**config.mk**
```make
export PLATFORM = sky130hd
export DESIGN_NAME = heart_damage
export DESIGN_NICKNAME = d
export VERILOG_FILES = /design/src/rtl/heart_damage.sv
export SDC_FILE = /design/constraint.sdc
export NUM_CORES = 1
export LEC_CHECK = 0
export CORE_MARGIN = 2
export CORE_UTILIZATION = 30
export DETAILED_ROUTE_END_ITERATION = 7
export GPL_ROUTABILITY_DRIVEN = 0
export PLACE_DENSITY = 0.53
export SYNTH_ARGS = -nofsm -noshare
export SYNTH_HDL_FRONTEND = slang
export SYNTH_SLANG_ARGS = --single-unit
export TNS_END_PERCENT = 10
```
**constraint.sdc**
```tcl
create_clock -name Clk -period 2.4 [get_ports Clk]
set_clock_uncertainty 0.15 [all_clocks]
set_input_delay 0.24 -clock Clk [delete_from_list [all_inputs] [get_ports Clk]]
set_output_delay 0.24 -clock Clk [all_outputs]
set_load 0.02 [all_outputs]
```
**src/rtl/heart_damage.sv**
```systemverilog
// heart_damage: latches heart/bullet overlap per video frame, applies damage
// with invincibility frames, and drives hp, blink enable and game-over.
module heart_damage (
    input  logic       Clk,
    input  logic       Reset,
    input  logic       frame_clk,
    input  logic [3:0] status,
    input  logic       is_heart,
    input  logic       is_bullet,
    output logic [7:0] hp,
    output logic       damage_pulse,
    output logic       heart_visible,
    output logic       game_over
);

    localparam int unsigned HP_W  = 8;
    localparam int unsigned IFR_W = 6;
    localparam int unsigned ST_W  = 4;

    localparam logic [HP_W-1:0]  HP_MAX  = HP_W'(20);
    localparam logic [HP_W-1:0]  DAMAGE  = HP_W'(3);
    localparam logic [IFR_W-1:0] IFRAMES = IFR_W'(30);
    localparam logic [ST_W-1:0]  BATTLE  = ST_W'(5);
    localparam logic [ST_W-1:0]  TITLE   = ST_W'(0);

    typedef enum logic [1:0] {
        IDLE   = 2'd0,
        ARMED  = 2'd1,
        INVULN = 2'd2,
        DEAD   = 2'd3
    } state_t;

    state_t           state;
    state_t           state_nxt;
    logic [HP_W-1:0]  hp_nxt;
    logic [IFR_W-1:0] iframe_cnt;
    logic [IFR_W-1:0] iframe_cnt_nxt;
    logic             hit_pending;
    logic             hit_pending_nxt;
    logic             damage_pulse_nxt;
    logic             frame_clk_delayed;
    logic             frame_edge;
    logic             overlap;

    assign overlap = is_heart & is_bullet & (status == BATTLE);

    // Rising-edge detect of the frame clock, one Clk wide
    always_ff @(posedge Clk or negedge Reset) begin
        if (!Reset) begin
            frame_clk_delayed <= 1'b0;
            frame_edge        <= 1'b0;
        end else begin
            frame_clk_delayed <= frame_clk;
            frame_edge        <= frame_clk & ~frame_clk_delayed;
        end
    end

    // State, hit-point and invincibility registers
    always_ff @(posedge Clk or negedge Reset) begin
        if (!Reset) begin
            state        <= IDLE;
            hp           <= HP_MAX;
            iframe_cnt   <= '0;
            hit_pending  <= 1'b0;
            damage_pulse <= 1'b0;
        end else begin
            state        <= state_nxt;
            hp           <= hp_nxt;
            iframe_cnt   <= iframe_cnt_nxt;
            hit_pending  <= hit_pending_nxt;
            damage_pulse <= damage_pulse_nxt;
        end
    end

    // Next-state: title reload beats leaving battle, which beats frame events
    always_comb begin
        state_nxt        = state;
        hp_nxt           = hp;
        iframe_cnt_nxt   = iframe_cnt;
        damage_pulse_nxt = 1'b0;
        hit_pending_nxt  = hit_pending;

        // an overlap during the edge cycle is discarded with the clear
        if (overlap) begin
            hit_pending_nxt = 1'b1;
        end
        if (frame_edge) begin
            hit_pending_nxt = 1'b0;
        end

        if (status == TITLE) begin
            state_nxt       = IDLE;
            hp_nxt          = HP_MAX;
            iframe_cnt_nxt  = '0;
            hit_pending_nxt = 1'b0;
        end else if ((state != DEAD) && (status != BATTLE)) begin
            state_nxt       = IDLE;
            iframe_cnt_nxt  = '0;
            hit_pending_nxt = 1'b0;
        end else begin
            unique case (state)
                IDLE: begin
                    state_nxt = ARMED;
                end
                ARMED: begin
                    if (frame_edge && hit_pending) begin
                        damage_pulse_nxt = 1'b1;
                        if (hp > DAMAGE) begin
                            hp_nxt         = hp - DAMAGE;
                            state_nxt      = INVULN;
                            iframe_cnt_nxt = IFRAMES;
                        end else begin
                            hp_nxt         = '0;
                            state_nxt      = DEAD;
                        end
                    end
                end
                INVULN: begin
                    if (frame_edge) begin
                        if (iframe_cnt == IFR_W'(1)) begin
                            state_nxt      = ARMED;
                            iframe_cnt_nxt = '0;
                        end else begin
                            iframe_cnt_nxt = iframe_cnt - IFR_W'(1);
                        end
                    end
                end
                DEAD: begin
                    state_nxt = DEAD;
                end
                default: begin
                    state_nxt = IDLE;
                end
            endcase
        end
    end

    // Blink off during every other group of four invincible frames
    assign heart_visible = ~((state == INVULN) & iframe_cnt[2]);
    assign game_over     = (state == DEAD);

endmodule

```
==> run metrics, run 1 <==
post-synth top area share 35.3%; fmax 475 MHz; fin cells 204; Slew Viols, Final 0; Post-synth EDFFs 0; I/O Pins 20; share of layout cells above drive strength 1 12.3%; yosys warns 0; starting density of the core 31.4%; GRT overflow 0; largest net degree at the start of global routing 21; Static Leak ~0.63 nW; first-pass GRT wire length approximately 5.4 mm; ys flop type dfrtp_1; RSZ-0062 raised after global routing false; Final Hold Fails 0; status finished, final reports clean; pwr dens 384 nW/um^2; setup ws final 0.295 ns; clk_lat worst skew 0.25 ns; # setup viols final 0; post-CTS sizing 0; Slew headroom 70.0%; maximum VDD drop 0.000318 V; Avg Inst Size Synth 9.66 um^2; CP Max Fanout 8; clock tree buffer depth 2; placed cells about 200; ANT cells 0; synthesis-to-layout area growth 23.9%; Yosys reg bits 20; Syn Inst Count around 130; DRC errors left 0; final worst path period need 2.11 ns; routed vias 1127; global-route met1 utilization 17.5%; Wirelength per Cell 15.3 um; post-route clock period utilization 87.7%; CTS tree done; Port Buf Inserts 19; 1st-iter DRT viols 96; TritonCTS buffer count 3; Critical Path RT 2.01 ns; grt peak-use layer met2; maxcap violations 0; Die Height 69.2 um; met2 Use GR 23.1%; Synth top cells by count dfrtp_1 (18), inv_1 (13), nand2_1 (10); Post-DP HPWL roughly 2.3 mm; Core ar. roughly 4000 um^2; sequential share of the synthesized area 39.5%; clock slew at reported path FFs ~0.070 ns; # rows 23; DR vias/cell 5.52; Area contributors post-synth dfrtp_1 (35%), ha_1 (5.9%), dfstp_2 (4.1%); pre-CTS setup slack between 0.3 and 0.4 ns; layout net count approximately 170; WP data arrival 1.72 ns; die width 69.2 um; GRT met3 Usage 3.34%; initial antenna violation count 0; async set or reset register ratio after synthesis between 90% and 100%; Yosys top cell by area dfrtp_1; H-tree levels 1; unique cell type count in the Yosys netlist 47; hold crit path type in -> async; postcts setup bufs 0; Setup Total Neg Slack 0 ns; count leader, synth dfrtp_1; Synthesized Nets 147; hold buffer count at cts 0; WL final around 3.1 mm; GRT Util Overall 13.6%; Final Core Density 38.9%; drt first pass iters 4; vias in the first global route 1132; Routed Antenna Nets 0; Least-Margin Pin Slew 0.446 ns; WS Path Type reg -> out; Worst Setup End Kind output port; Root Buffer clkbuf_8; Post-Syn Area around 1300 um^2; Fillers 403; Sink Count 20; full die area 4790 um^2; startpoint types flop
cells by family (layout without fill, tap and decap cells):
family	count (synthesis)	after routing	share of synthesized area [%]
adders and majority gates	6	6	5.89
buffers and inverters	17	39	5.30
DFF	20	20	39.5
and+or+nand+nor	40	40	18.6
AOI/OAI and AO/OA	49	49	30.7
routing by layer:
metal	vias up	share of wire [%]
met5	-	0
met4	0	1.2
met3	6	3.4
met2	24	47
met1	546	49
li1	551	-
cell usage in the layout (no fill, tap or decap), types with 3 or more instances in the layout:
cell type / count
ha_1: 6
a211o_1: 3
buf_4: 4
a31oi_1: 4
clkdlybuf4s50_1: 19
o32ai_1: 3
o21ai_0: 6
nand2_1: 10
a21oi_1: 6
inv_1: 13
nand3_1: 7
clkbuf_8: 3
nor2_1: 7
dfrtp_1: 18
worst max-delay path: stages (launching register included):
cell and delay [ns]:
dfrtp_1 0.40, inv_1 0.06, ha_1 0.30, nand2_1 0.11, clkdlybuf4s50_1 0.60
area by class of cell:
class / count / area (um^2) / area share, %
clock buffer: 3 / 41.3 / 2.61
sequential: 20 / 503 / 31.8
multi-input combinational: 95 / 704 / 44.6
tap: 50 / 62.6 / 3.96
timing repair buffer: 23 / 220 / 13.9
inverter: 13 / 48.8 / 3.09
through the flow:
| stage | cell area [um^2] | hold WS (ns) | power, mW |
|---|---|---|---|
| 2_1_floorplan | 1270 | -0.206 | 0.369 |
| 5_1_grt | 1580 | 0.242 | 0.641 |
| 3_3_place_gp | 1540 | 0.238 | 0.399 |
| 3_5_place_dp | 1540 | 0.244 | 0.400 |
| 6_report | 1580 | 0.183 | 0.607 |
| 4_1_cts | 1580 | 0.190 | 0.621 |
worst paths after layout:
path	start	to	slack, ns	cells after the start
max in group asynchronous	Reset	hp[2]	1.64	2
worst max-delay path	state[0]	heart_visible	0.29	4
worst min-delay path	Reset	state[1]	0.18	2
min in group Clk	frame_clk_delayed	frame_edge	0.25	1
worst min register to register	frame_clk_delayed	frame_edge	0.25	1
worst max register to register	state[0]	iframe_cnt[3]	0.34	5
power breakdown:
| group | internal, mW | switching, mW |
|---|---|---|
| logic | 0.0240 | 0.0253 |
| clock network | 0.112 | 0.103 |
| registers | 0.340 | 0.00338 |
flip-flops by register name (all words and copies together) (netlist names):
signal and cells:
iframe_cnt 6, frame_clk_delayed 1, state 2, damage_pulse 1, hp 8, frame_edge 1
hit_pending 1
(Power assumes the default switching activity.)
==> run 2, diff against run 1 <==
--- a/config.mk
+++ b/config.mk
@@ -9,7 +9,7 @@
 export CORE_UTILIZATION = 30
 export DETAILED_ROUTE_END_ITERATION = 7
 export GPL_ROUTABILITY_DRIVEN = 0
-export PLACE_DENSITY = 0.53
+export PLACE_DENSITY = 0.54
 export SYNTH_ARGS = -nofsm -noshare
 export SYNTH_HDL_FRONTEND = slang
 export SYNTH_SLANG_ARGS = --single-unit
==> constraint.sdc (replaced) <==
create_clock -name Clk -period 1.85 [get_ports Clk]
set_clock_uncertainty 0.15 [all_clocks]
set_input_delay 0.185 -clock Clk [delete_from_list [all_inputs] [get_ports Clk]]
set_output_delay 0.185 -clock Clk [all_outputs]
set_load 0.02 [all_outputs]
==> run 2 against run 1 <==
Compared with the run above: critical path depth is 1 higher; worst setup slack worse by 0.23 ns; register-to-register slack worse by 0.28 ns; final area up 16%; first-iteration DRC count increased by 21%; clock power rose by 110%; sequential share of layout area down 4.4 points; largest power group is now the clock network; routed wire length grew 9.2%; hold slack lost 0.070 ns; via count grew 9.1%; combinational power grew 61%; highest routed layer unchanged.
==> run metrics, run 2 (synthesized netlist as in run 1, its figures left out) <==
status finished, final reports clean; Cell Area, Placed 1680 um^2; layout net count 192; WS Path Type reg -> reg; WP data arrival 1.78 ns; Post-DP HPWL 2.51 mm; hold crit path type in -> async; starting density of the core a little under a third; Die Height 69.2 um; clock slew at reported path FFs about 0.080 ns; sequential share of power 45.6%; Critical Path RT 1.84 ns; placed cells 220; most flop-heavy register hp; Root Buffer clkbuf_8; pre-CTS setup slack -0.102 ns; DRT met1 WL 1.58 mm; pwr dens approximately 530 nW/um^2; area of the multi-input gates approximately 780 um^2; ANT cells 0; most frequent cells in the layout buf_4 (25), dfrtp_1 (17), clkdlybuf4s50_1 (15); TritonCTS buffer count 3; Worst Setup End Kind flop; DRC errors left 0; GRT overflow 0; met3 wire len 92 um; GRT Util Overall between 15 and 20%; clk_lat worst skew 0.27 ns; startpoint types flop; Routed Antenna Nets 0; final worst path period need between 1.5 and 2 ns; WL met2 1.66 mm; Slew Viols, Final 0; uppermost layer routed met4; maxcap violations 0; max reg flops 8; Least-Margin Pin Slew 0.354 ns; Top Registers hp (8), iframe_cnt (6), state (2); full die area about 4800 um^2; # setup viols final 0; routed vias 1229; Final Hold Fails 0; Switch Pwr 0.205 mW; clock tree buffer depth 2; Setup Total Neg Slack 0 ns; Fillers roughly 380; Core ar. 4060 um^2; fmax approximately 560 MHz; register area 504 um^2; RSZ-0062 raised after global routing true; # rows 23; maximum VDD drop 0.000374 V; fin cells ~230; largest net degree at the start of global routing 21; Wirelength per Cell approximately 15 um; Fin Hold WS 0.113 ns; power share of the combinational group 8.1%; vias in the first global route about 1200; post-route clock period utilization roughly 97%; CTS tree done; share of layout cells above drive strength 1 29.5%; final instance area approximately 1800 um^2; 1st-iter DRT viols 116; Static Leak roughly 0.76 nW; drt first pass iters 4; first-pass GRT wire length 5.87 mm; Sink Count 20; Port Buf Inserts 19; hold buffer count at cts 0; Switching Fraction 21.0%; clock share of power 46.3%; commonest non-fill, non-tap cell in the layout buf_4; DR vias/cell 5.44; internal power 0.772 mW; setup ws final 0.0636 ns; Slew headroom 76.3%; I/O Pins 20; H-tree levels 1; CP Max Fanout 4; synthesis-to-layout area growth 44.3%; WL final between 3 and 4 mm; initial antenna violation count 0; die width between 60 and 70 um
run 2: repair_timing:
action	4_1_cts	5_1_grt
gates cloned	0	0
setup buffers	0	2
pin swaps	1	2
resized for setup	8	11
endpoints found under the setup margin	10	10
run 2: metrics by stage:
step | power (mW) | util, %
after floorplan | 0.479 | -
after CTS | 0.988 | 43.8
final | 0.977 | 45.3
after detailed placement | 0.528 | 41.4
after global placement | 0.526 | 41.4
after global routing | 1.02 | 45.3
run 2: final timing paths:
kind                       cells after the start  slack, ns                end              start
setup / recovery                               5       0.06      iframe_cnt[3]           state[0]
hold / removal                                 2       0.11           state[1]              Reset
max in group asynchronous                      2       1.16              hp[4]              Reset
hold reg to reg                                1       0.25         frame_edge  frame_clk_delayed
setup reg to reg                               5       0.06      iframe_cnt[3]           state[0]
min in group Clk                               1       0.23  frame_clk_delayed          frame_clk
run 2: final cells by class:
type	instances	share of cell area, %
multi-input combinational	95	42.4
sequential	20	27.4
timing repair buffer	44	20.3
tap	50	3.40
inverter	13	2.65
clock buffer	3	2.24
clock inverter	1	1.63
run 2: critical path, cell delays in order, from the launching register on:
cell       delay [ns]
dfrtp_1          0.40
inv_2            0.07
ha_4             0.25
a211o_1          0.32
a2111oi_4        0.36
o32ai_2          0.11
run 2: layer usage:
metal | up-vias | GRT usage [%]
li1 | 598 | -
met1 | 597 | 19.3
met2 | 27 | 25.3
met3 | 7 | 2.18
met4 | 0 | 6.75
met5 | - | 0
run 2: power groups by stage:
stage / sequential [mW] / combinational (mW) / clock (mW)
detailed placement: 0.454 / 0.0744 / 0
global placement: 0.453 / 0.0728 / 0
CTS: 0.445 / 0.0758 / 0.467
global route: 0.446 / 0.0858 / 0.489
floorplan: 0.454 / 0.0252 / 0
finish: 0.445 / 0.0793 / 0.453
==> run 3, diff against run 2 <==
--- a/config.mk
+++ b/config.mk
@@ -5,11 +5,12 @@
 export SDC_FILE = /design/constraint.sdc
 export NUM_CORES = 1
 export LEC_CHECK = 0
+export CAP_MARGIN = 20
 export CORE_MARGIN = 2
-export CORE_UTILIZATION = 30
+export CORE_UTILIZATION = 43
 export DETAILED_ROUTE_END_ITERATION = 7
 export GPL_ROUTABILITY_DRIVEN = 0
-export PLACE_DENSITY = 0.54
+export PLACE_DENSITY = 0.72
 export SYNTH_ARGS = -nofsm -noshare
 export SYNTH_HDL_FRONTEND = slang
 export SYNTH_SLANG_ARGS = --single-unit
==> run 3 against run 2 <==
Compared with the run above: non-clock buffer count down 1; register-to-register slack worse by 0.03 ns; critical endpoint is now iframe_cnt[4]; utilization up 19 points; critical path depth up 1; global-route usage up 5.0 points; worst setup slack worse by 0.035 ns; routed wire length down 4.2%; final area down 3.2%; total power down 9.0%; combinational power about the same; flip-flop and latch count unchanged.
==> run metrics, run 3 (synthesized netlist as in run 1, its figures left out) <==
max reg flops 8; hold crit path type in -> reg; clock tree buffer depth 2; CTS tree done; Top Registers hp (8), iframe_cnt (6), state (2); starting density of the core between 40% and 50%; Root Buffer clkbuf_4; DRC errors left 0; final worst path period need between 1.5 and 2 ns; CP Max Fanout 5; # rows 19; Slew Viols, Final 0; Critical Path RT 1.91 ns; H-tree levels 1; full die area 3420 um^2; GRT Util Overall 20.1%; clock slew at reported path FFs between 0.1 and 0.15 ns; DR vias/cell 5.90; Core ar. between 2000 and 3000 um^2; WL final between 3 and 4 mm; most frequent cells in the layout buf_4 (23), dfrtp_1 (17), clkdlybuf4s50_1 (15); setup ws final 0.0290 ns; Final Hold Fails 0; Slew headroom roughly 67%; # setup viols final 0; synthesis-to-layout area growth 39.6%; layout net count ~190; maxcap violations 0; initial antenna violation count 0; Reg2Reg Depth 6; first-pass GRT wire length approximately 5.3 mm; die width 58.5 um; most flop-heavy register hp; Port Buf Inserts 19; total power 0.889 mW; commonest non-fill, non-tap cell in the layout buf_4; RSZ-0062 raised after global routing true; Static Leak 0.751 nW; drt first pass iters 4; GRT overflow 0; worst hold stages 1; 1st-iter DRT viols 62; Post-DP HPWL 2.42 mm; startpoint types flop; I/O Pins 20; maximum VDD drop 0.000453 V; WS Path Type reg -> reg; clk_lat worst skew 0.31 ns; largest net degree at the start of global routing 16; ANT cells 0; share of layout cells above drive strength 1 approximately 29%; WP data arrival 1.88 ns; vias in the first global route 1153; Routed Antenna Nets 0; Least-Margin Pin Slew 0.490 ns; status finished, final reports clean; TritonCTS buffer count 3; routed vias 1215; post-route clock period utilization 98.4%; Worst Setup End Kind flop; Wirelength per Cell 15.8 um; pwr dens 499 nW/um^2; Die Height a little under 60 um; fmax 549 MHz; Sink Count 20; pre-CTS setup slack -0.160 ns
run 3: changes by cell type in the layout (fill, tap and decap cells not counted), sizes merged:
cell / previous run / this run
dlygate4sd3: 0 / 1
buf: 25 / 23
run 3: layout make-up:
class | instances | area, um^2
well taps | 31 | 38.8
clock inverters | 1 | 30.0
fillers | 243 | 1000
repair buffers | 43 | 368
clock buffers | 3 | 22.5
flip-flops and latches | 20 | 504
inverters | 13 | 48.8
multi-input cells | 95 | 768
run 3: worst max-delay path, cell delays in order (launching register included):
cell and delay, ns:
dfrtp_2 0.46, inv_1 0.10, ha_1 0.15, inv_1 0.07, or3_1 0.34, o31a_1 0.26
o32ai_2 0.21
run 3: routing by layer:
metal / part of all wire, % / track usage, % / up-vias
met5: 0 / 0 / -
met4: 0.89 / 5.98 / 0
met3: 5.3 / 3.30 / 4
met2: 46 / 30.8 / 38
met1: 48 / 29.2 / 584
li1: - / - / 589
run 3: what timing repair did:
action                                 CTS  global route
endpoints found under the hold margin    3             0
hold buffers                             1             0
pin swaps                                2             1
setup endpoints to repair               10            14
resized for setup                        6            13
setup buffers                            0             0
run 3: per-stage QoR:
stage | area, um^2 | TNS (ns) | hold slack (ns) | instances | util [%]
3_5_place_dp | 1660 | -1.39 | 0.240 | 201 | 59.6
5_1_grt | 1780 | -0.232 | 0.159 | 206 | 64.0
4_1_cts | 1730 | 0 | 0.161 | 206 | 62.1
2_1_floorplan | 1270 | 0 | -0.261 | 132 | -
6_report | 1780 | 0 | 0.170 | 206 | 64.0
3_3_place_gp | 1660 | -1.13 | 0.235 | 201 | 59.6
run 3: power by group:
group / internal (mW) / leakage [nW] / switching [mW]
Combinational: 0.0421 / 0.456 / 0.0369
Sequential: 0.441 / 0.267 / 0.00366
Clock: 0.219 / 0.0279 / 0.146
Total: 0.703 / 0.751 / 0.187
run 3: worst paths after layout:
| path | startpoint | end | slack [ns] |
|---|---|---|---|
| worst max register to register | iframe_cnt[0] | iframe_cnt[4] | 0.03 |
| max in group asynchronous | Reset | iframe_cnt[0] | 0.56 |
| min in group asynchronous | Reset | hp[5] | 0.48 |
| worst max-delay path | iframe_cnt[0] | iframe_cnt[4] | 0.03 |
| worst min register to register | frame_clk_delayed | frame_edge | 0.25 |
| worst min-delay path | frame_clk | frame_clk_delayed | 0.17 |
